## src/rtl/hazard_pkg.sv

```systemverilog
// Shared types and defaults for the pipeline hazard stall/flush controller.
// Latency: n/a (declarations only).
// Backpressure: n/a.
package hazard_pkg;

  // Controller states: normal issue, or front end frozen behind a mul/div.
  typedef enum logic {
    IDLE    = 1'b0,
    MD_WAIT = 1'b1
  } state_e;

  localparam int REG_W      = 5;  // register specifier width
  localparam int MD_LAT_DEF = 4;  // default mul/div occupancy of EX, in cycles

endpackage

```

## src/rtl/md_wait_counter.sv

```systemverilog
// Down-counter that tracks the remaining mul/div occupancy of EX.
// Latency: load and decrement take effect on the next clk edge.
// Backpressure: none; last_o is combinational from the count (count == 1).
// Ports: clk/rst (sync, active-high), load_i + load_val_i preset the count,
//        dec_i decrements a non-zero count, last_o flags the final cycle.
module md_wait_counter #(
  parameter int CNT_W = 5
) (
  input  logic             clk,
  input  logic             rst,
  input  logic             load_i,
  input  logic [CNT_W-1:0] load_val_i,
  input  logic             dec_i,
  output logic             last_o
);

  logic [CNT_W-1:0] cnt_q;
  logic [CNT_W-1:0] cnt_d;

  always_comb begin
    cnt_d = cnt_q;
    if (load_i) begin
      cnt_d = load_val_i;
    end else if (dec_i && (cnt_q != '0)) begin
      cnt_d = cnt_q - 1'b1;
    end
  end

  always_ff @(posedge clk) begin
    if (rst) begin
      cnt_q <= '0;
    end else begin
      cnt_q <= cnt_d;
    end
  end

  assign last_o = (cnt_q == CNT_W'(1));

endmodule

```

## src/rtl/hazard_stall_unit.sv

```systemverilog
// Stall/flush controller: load-use bubble, taken-branch squash, mul/div freeze.
// Latency: all control outputs are combinational (Mealy) from state, count and inputs.
// Backpressure: freezes PC/IF/ID and bubbles EX/MEM for MD_LAT-1 cycles per mul/div.
// Ports: hazard inputs from ID/EX stages; write enables, flushes, Md_Done, Busy out.
// Optional macro HAZARD_STATS_EN: adds 32-bit wrapping Stall_Cnt/Flush_Cnt
// counters; when undefined both outputs are tied to zero.
module hazard_stall_unit
  import hazard_pkg::*;
#(
  parameter int MD_LAT = MD_LAT_DEF,
  parameter int CNT_W  = 5
) (
  input  logic             clk,
  input  logic             rst,
  input  logic             ID_EX_MemRead,
  input  logic [REG_W-1:0] ID_EX_Rt,
  input  logic [REG_W-1:0] IF_ID_Rs,
  input  logic [REG_W-1:0] IF_ID_Rt,
  input  logic             IF_ID_UsesRt,
  input  logic             Branch_Taken,
  input  logic             Md_Start,
  output logic             PC_Wr,
  output logic             IF_ID_Wr,
  output logic             ID_EX_Wr,
  output logic             IF_ID_Flush,
  output logic             ID_EX_Flush,
  output logic             EX_MEM_Flush,
  output logic             Md_Done,
  output logic             Busy,
  output logic [31:0]      Stall_Cnt,
  output logic [31:0]      Flush_Cnt
);

  state_e state_q;
  state_e state_d;
  logic   md_load;
  logic   md_dec;
  logic   md_last;
  logic   load_use;

  // r0 is hardwired zero, so a load targeting it never creates a dependency.
  assign load_use = ID_EX_MemRead && (ID_EX_Rt != '0) &&
                    ((ID_EX_Rt == IF_ID_Rs) || (IF_ID_UsesRt && (ID_EX_Rt == IF_ID_Rt)));

  assign md_dec = (state_q == MD_WAIT) && !rst;

  md_wait_counter #(
    .CNT_W (CNT_W)
  ) u_md_wait_counter (
    .clk        (clk),
    .rst        (rst),
    .load_i     (md_load),
    .load_val_i (CNT_W'(MD_LAT - 1)),
    .dec_i      (md_dec),
    .last_o     (md_last)
  );

  always_comb begin
    PC_Wr        = 1'b1;
    IF_ID_Wr     = 1'b1;
    ID_EX_Wr     = 1'b1;
    IF_ID_Flush  = 1'b0;
    ID_EX_Flush  = 1'b0;
    EX_MEM_Flush = 1'b0;
    Md_Done      = 1'b0;
    Busy         = 1'b0;
    md_load      = 1'b0;
    state_d      = state_q;
    if (rst) begin
      state_d = IDLE;
    end else begin
      unique case (state_q)
        IDLE: begin
          if (Branch_Taken) begin
            // Dependent ID instruction is squashed, so a load-use match is moot.
            IF_ID_Flush = 1'b1;
            ID_EX_Flush = 1'b1;
          end else if (Md_Start) begin
            PC_Wr        = 1'b0;
            IF_ID_Wr     = 1'b0;
            ID_EX_Wr     = 1'b0;
            EX_MEM_Flush = 1'b1;
            md_load      = 1'b1;
            state_d      = MD_WAIT;
          end else if (load_use) begin
            // One bubble suffices: next cycle the load is in MEM and forwards.
            PC_Wr       = 1'b0;
            IF_ID_Wr    = 1'b0;
            ID_EX_Flush = 1'b1;
          end
        end
        MD_WAIT: begin
          Busy = 1'b1;
          if (md_last) begin
            // Result leaves EX; a coincident Md_Start cannot be accepted here.
            Md_Done = 1'b1;
            state_d = IDLE;
          end else begin
            PC_Wr        = 1'b0;
            IF_ID_Wr     = 1'b0;
            ID_EX_Wr     = 1'b0;
            EX_MEM_Flush = 1'b1;
          end
        end
        default: state_d = IDLE;
      endcase
    end
  end

  always_ff @(posedge clk) begin
    if (rst) begin
      state_q <= IDLE;
    end else begin
      state_q <= state_d;
    end
  end

`ifdef HAZARD_STATS_EN
  logic [31:0] stall_cnt_q;
  logic [31:0] stall_cnt_d;
  logic [31:0] flush_cnt_q;
  logic [31:0] flush_cnt_d;

  // PC_Wr is forced high during rst, so reset cycles are never counted.
  assign stall_cnt_d = PC_Wr       ? stall_cnt_q : stall_cnt_q + 32'd1;
  assign flush_cnt_d = IF_ID_Flush ? flush_cnt_q + 32'd1 : flush_cnt_q;

  always_ff @(posedge clk) begin
    if (rst) begin
      stall_cnt_q <= '0;
      flush_cnt_q <= '0;
    end else begin
      stall_cnt_q <= stall_cnt_d;
      flush_cnt_q <= flush_cnt_d;
    end
  end

  assign Stall_Cnt = stall_cnt_q;
  assign Flush_Cnt = flush_cnt_q;
`else
  assign Stall_Cnt = '0;
  assign Flush_Cnt = '0;
`endif

endmodule

```

## config.mk

```make
export PLATFORM = sky130hd
export DESIGN_NAME = hazard_stall_unit
export DESIGN_NICKNAME = d
export VERILOG_FILES = /design/src/rtl/hazard_pkg.sv /design/src/rtl/md_wait_counter.sv /design/src/rtl/hazard_stall_unit.sv
export SDC_FILE = /design/constraint.sdc
export NUM_CORES = 1
export LEC_CHECK = 0
export BUFFER_PORTS_ARGS = -buffer_cell sky130_fd_sc_hd__buf_2
export CAP_MARGIN = 10
export CORE_MARGIN = 1
export CORE_UTILIZATION = 37
export CTS_CLUSTER_DIAMETER = 100
export DETAILED_ROUTE_END_ITERATION = 10
export PLACE_DENSITY = 0.81
export SKIP_LAST_GASP = 1
export SYNTH_ARGS = -nofsm -noshare
export SYNTH_HDL_FRONTEND = slang
export SYNTH_SLANG_ARGS = --single-unit
```

## constraint.sdc

```tcl
create_clock -name clk -period 1.8 [get_ports clk]
set_input_delay 0.18 -clock clk [delete_from_list [all_inputs] [get_ports clk]]
set_output_delay 0.18 -clock clk [all_outputs]
set_load 0.1 [all_outputs]
```

==> Word level (Yosys, flattened, before mapping) <==
Cells that the tools add are included.
{ "op_classes": {"bitwise_logic": 1, "eq_ne": 3, "n_reduce_logical": 11, "addsub": 1, "muxes": 31} }
{ "op_table": {"columns": ["operator", "n"], "rows": [
  ["$mux W1", 26],
  ["$eq A5 B5 Y1", 2],
  ["$reduce_bool A5 Y1", 2],
  ["$pmux W1 S2", 3],
  ["$eq A5 B1 Y1 const B", 1],
  ["$logic_and A1 B1 Y1", 5],
  ["$sub A5 B1 Y5 const B", 1],
  ["$mux W2", 2],
  ["$reduce_bool A2 Y1", 1],
  ["$reduce_or A2 Y1", 1],
  ["$logic_not A1 Y1", 1],
  ["$logic_or A1 B1 Y1", 1],
  ["$not A1 Y1", 1]
]} }
{ "totals": {"output_inout_bits": 72, "wordCells": 50, "input_bits": 21, "reg_bits": 6} }

==> Longest topological paths before layout <==
{ "depth": {"ltp_word": 9, "depth_mapped": 8, "mapped_depth_nobuf": 7} }

==> Hierarchy <==
Synthesis repeated with hierarchy kept, for this count alone.
{ "unflattened": {"cells_unflattened": 135, "area_unflattened_um2": 1054.8} }
{ "by_module_without_submodules": {"columns": ["module", "n_inst", "seq_area_each_um2", "area_per_inst_um2", "cells_per_inst"], "rows": [
  ["hazard_stall_unit", 1, 20.0, 721.9, 95],
  ["md_wait_counter", 1, 100.1, 332.8, 40]
]} }

==> Worst setup path before layout <==
Ideal clock, no wire load.
{ "synth_timing": {"path_kind": "reg2out", "start": "register state_q", "end": "output PC_Wr", "t_required_ps": 1620, "path_slack_ps": -4587, "path_stages_with_launch": 5, "path_buffers": 1, "arrival_time_ps": 6207, "path_cell_list": "dfxtp_1 -> o21ai_0 -> inv_1 -> a21oi_1 -> buf_4"} }
{ "synth_via": {"elab_chain_len": 3} }
{ "synth_lines": {"columns": ["item", "line_no", "source"], "rows": [
  ["from (decl)", "hazard_stall_unit.sv:34", "state_e state_q;"],
  ["from (signal assigned)", "hazard_stall_unit.sv:114", "state_q <= state_d;"],
  ["$not A1 Y1", null, null],
  ["$pmux W1 S2 (*)", null, null],
  ["$mux W1 (*)", null, null],
  ["to (decl)", "hazard_stall_unit.sv:22", "output logic PC_Wr,"]
]} }
Every way passes the cells marked *; elsewhere a longest branch is shown, timed or not.

==> Worst setup path after layout <==
{ "layout_timing": {"start": "register u_md_wait_counter.cnt_q[1]", "end": "output IF_ID_Wr"} }
{ "layout_via": {"elab_chain_len": 4} }
{ "layout_lines": {"columns": ["item", "line_no", "source"], "rows": [
  ["from (decl)", "md_wait_counter.sv:17", "logic [CNT_W-1:0] cnt_q;"],
  ["from (signal assigned)", "md_wait_counter.sv:33", "cnt_q <= cnt_d;"],
  ["$eq A5 B1 Y1", "md_wait_counter.sv:37", "assign last_o = (cnt_q == CNT_W'(1));"],
  ["$mux W1", "hazard_stall_unit.sv:94", "if (md_last) begin"],
  ["$pmux W1 S2", "hazard_stall_unit.sv:72", "unique case (state_q)"],
  ["$mux W1", "hazard_stall_unit.sv:69", "if (rst) begin"],
  ["to (decl)", "hazard_stall_unit.sv:23", "output logic IF_ID_Wr,"]
]} }
No other way between the ends.

==> summary.md <==
| Metric | Value |
|---|---|
| Slowest cell on the critical path | `sky130_fd_sc_hd__dfxtp_2` |
| Worst IR Drop VDD | `0.000494 V` |
| Top_reg_cell synth | `sky130_fd_sc_hd__dfxtp_1` |
| Count of different cell masters after synthesis | `26` |
| Total instance count after detailed placement | `183` |
| Worst-path cell chain | `inv_2, ha_4, nor4b_4, a21oi_2, o21ai_4, clkinvlp_4, a21oi_4, buf_12` |
| Violations in the final reports | `negative setup slack` |
| Final setup violating endpoints | `3` |
| Core box area | `0.00248 sq mm` |
| Clk buf depth | `2` |
| Power density over the cells | `996 mW/mm^2` |
| Syn Inst Count | `125` |
| Synthesized-area fraction occupied by ao, oa, aoi and oai cells | `6.42%` |
| Initial antenna violation count | `0` |
| Avg WL per Cell | `8.66 um` |
| IO Count | `93` |
| Number of warnings reported in the yosys synthesis log | `0` |
| Main combinational cell family by area after synthesis | `buffers and inverters` |
| DR pass1 iterations | `4` |
| Biggest area contributors in the synthesized netlist | `sky130_fd_sc_hd__buf_4 (50%), sky130_fd_sc_hd__dfxtp_1 (12%), sky130_fd_sc_hd__xnor2_1 (12%)` |
| Remaining design rule violation count | `0` |
| Clock buffer count from CTS | `3` |
| Number of max-slew violations in the final report | `0` |
| WP data arrival | `1.71 ns` |
| Count of standard-cell rows | `18` |
| Crit path launch type | `flop` |
| Post-synthesis instance area | `975 sq um` |
| Global Route Usage Sum | `12.0%` |
| Post-route non-filler standard cell count | `191` |
| Post-Route Setup TNS | `-0.203 ns` |
| Area enclosed by the die boundary | `0.00284 sq mm` |
| Final weighted congestion in routability-driven placement | `0.787` |
| Nets | `186` |
| Number of synthesized flops with an enable pin | `0` |
| Post-Synth XOR/XNOR Area | `11.7%` |
| Final setup margin | `-0.0932 ns` |
| Routed Wire Length | `1650 um` |
| Starting Density | `39.3%` |
| Clock root buffer | `sky130_fd_sc_hd__clkbuf_4` |
| Period utilisation layout | `105%` |
| Placed cell area | `0.00106 sq mm` |
| Relative contribution of combinational cells to total power | `74.4%` |
| Clock slew at the register clock pins of the worst setup and hold paths | `0.05 ns` |
| Share of async-settable or async-resettable flops after synthesis | `0%` |
| Wire length of the first global-routing pass | `2450 um` |
| Number of I/O port buffers | `28` |
| CTS tree | `done` |
| Net Sw Power | `800 uW` |
| Via count of the first global-routing pass | `612` |
| Final Critical Period | `1.89 ns` |
| DR vias | `730` |
| Data required time of the worst path | `1.62 ns` |
| Die height | `53.3 um` |
| Clock latency of the later-clocked register in the worst-skew pair | `0.26 ns` |
| RSZ-0062 raised after global routing | `true` |
| CTS sink cnt | `6` |
| Fraction of power spent switching nets | `71.2%` |
| Post-synthesis cell type with the largest combined area | `sky130_fd_sc_hd__buf_4` |
| Starting DRT DRC Count | `8` |
| Synth top area share | `50.1%` |
| Critical Path End Type | `output pin` |
| Largest stage delay, worst path | `0.32 ns` |
| Count of nets left with antenna violations after detail routing | `0` |
| Share of power burned in registers | `13.4%` |
| Power Internal | `324 uW` |
| Fraction of the mapped netlist area in adder cells | `2.57%` |
| Proportion of synthesized chip area in sequential cells | `12.3%` |
| Leakage component of the power | `0.570 nW` |
| Detailed placer's ending HPWL | `1410 um` |
| Remaining global-route overflow | `0` |
| Final design area excluding fillers | `0.00113 sq mm` |
| Crit path max-delay family | `buffers and inverters` |
| Simple-Gate Fraction of Synth Area | `14.6%` |
| Tightest Hold Check Type | `in -> reg` |
| Max-cap violation count | `0` |
| Area delta synth->final | `15.8%` |
| Utilization after layout | `45.6%` |
| Power share of the clock group | `12.2%` |
| Maximum number of pins on one net before global-route repair | `8` |
| Max H-tree Level | `1` |
| Ratio of routed vias to standard cells | `3.82` |
| Critical path peak fanout | `3` |
| Outcome | `complete, but fails checks` |
| Average cell area after synthesis | `7.80 sq um` |
| Number of synthesized register bits | `6` |
| Worst Path Class, Setup | `reg -> out` |
| Buffering stage count on the worst path with inverters included | `3` |
| Die width | `53.3 um` |
| Final hold violation count | `0` |
| Worst-case clock skew | `0.000856 ns` |
| Top achievable clock speed | `0.528 GHz` |
| Antenna diode count | `0` |
| Fraction of final layout cells with drive strength greater than 1 | `32.3%` |
| Post-synthesis mux area share | `0%` |
| Placement-stage worst setup slack | `0.0757 ns` |
==> registers in the layout, summed over array words and instances, names as in the netlist <==
name                     flops
u_md_wait_counter.cnt_q      5
state_q                      1
==> path summary, 6_finish.rpt <==
path                                                 from                                 endpoint  slack [ns]  cells after the start
setup / recovery  u_md_wait_counter.cnt_q[1]$_SDFFE_PP0P_                                 IF_ID_Wr       -0.09                      8
hold / removal                                        rst  u_md_wait_counter.cnt_q[0]$_SDFFE_PP0P_        0.19                      2
setup reg to reg  u_md_wait_counter.cnt_q[1]$_SDFFE_PP0P_  u_md_wait_counter.cnt_q[2]$_SDFFE_PP0P_        0.22                      8
hold reg to reg   u_md_wait_counter.cnt_q[4]$_SDFFE_PP0P_  u_md_wait_counter.cnt_q[4]$_SDFFE_PP0P_        0.51                      2
==> routing by layer <==
metal	GRT usage (%)	share of wire [%]
met5	0	0
met4	6.58	2.4
met3	2.30	9.6
met2	23.8	55
met1	11.2	33
==> worst reg2reg max path, cell delays in order, from the launching register on <==
cell	delay [ns]
sky130_fd_sc_hd__dfxtp_2	0.33
sky130_fd_sc_hd__inv_2	0.05
sky130_fd_sc_hd__buf_4	0.12
sky130_fd_sc_hd__buf_4	0.12
sky130_fd_sc_hd__ha_1	0.20
sky130_fd_sc_hd__nor4b_2	0.19
sky130_fd_sc_hd__nor3b_1	0.25
sky130_fd_sc_hd__xnor2_1	0.15
sky130_fd_sc_hd__nor2_1	0.06
==> cells in the final DEF (no fill, tap or decap), types with 2 or more instances in the layout <==
| cell | count |
|---|---|
| sky130_fd_sc_hd__conb_1 | 64 |
| sky130_fd_sc_hd__buf_2 | 22 |
| sky130_fd_sc_hd__xnor2_1 | 13 |
| sky130_fd_sc_hd__buf_4 | 7 |
| sky130_fd_sc_hd__buf_12 | 5 |
| sky130_fd_sc_hd__nor2_1 | 4 |
| sky130_fd_sc_hd__clkbuf_4 | 4 |
| sky130_fd_sc_hd__dfxtp_1 | 4 |
| sky130_fd_sc_hd__inv_1 | 3 |
| sky130_fd_sc_hd__nand2b_1 | 3 |
| sky130_fd_sc_hd__nand2_1 | 2 |
| sky130_fd_sc_hd__nor3b_2 | 2 |
| sky130_fd_sc_hd__or3_1 | 2 |
==> power groups by stage <==
stage	logic [mW]	registers, mW	clock network (mW)
6_report	0.836	0.151	0.137
5_1_grt	0.862	0.153	0.137
4_1_cts	0.830	0.151	0.134
3_5_place_dp	0.820	0.155	0
3_3_place_gp	0.816	0.154	0
2_1_floorplan	0.854	0.153	0
==> timing repair <==
item | 4_1_cts | 5_1_grt
pin swaps | 1 | 1
resized for setup | 2 | 1
endpoints found under the setup margin | 2 | 4
hold buffers | 0 | 0
endpoints found under the hold margin | 0 | 0
setup buffers | 3 | 2
==> stage by stage <==
step	total power [mW]	hold slack, ns
5_1_grt	1.15	0.202
3_5_place_dp	0.975	0.453
4_1_cts	1.12	0.193
3_3_place_gp	0.971	0.448
6_report	1.12	0.186
2_1_floorplan	1.01	0.242
==> area by class of cell <==
class                   instances  area [sq um]
multi-input cells             112           651
inverters                       5          22.5
repair buffers                 35           270
well taps                      30          37.5
fillers                       261          1350
clock buffers                   3          22.5
flip-flops and latches          6           125
==> cell families after synthesis <==
| family | after synthesis |
|---|---|
| XOR/XNOR | 13 |
| AND/OR/NAND/NOR | 23 |
| buffers and inverters | 70 |
| other | 1 |
| adder cells (fa/ha/maj) | 2 |
| flip-flops | 6 |
| AO/OA/AOI/OAI | 10 |
==> synth_stat cells, drive strengths merged (2+ instances only) <==
master / number
nor4b: 2
nor2: 4
buf: 65
inv: 5
xnor2: 13
nor2b: 2
o21ai: 3
or3: 2
a21oi: 3
nand2b: 3
nor3b: 3
dfxtp: 6
ha: 2
nand2: 2
Power figures use the tool's default switching activity.
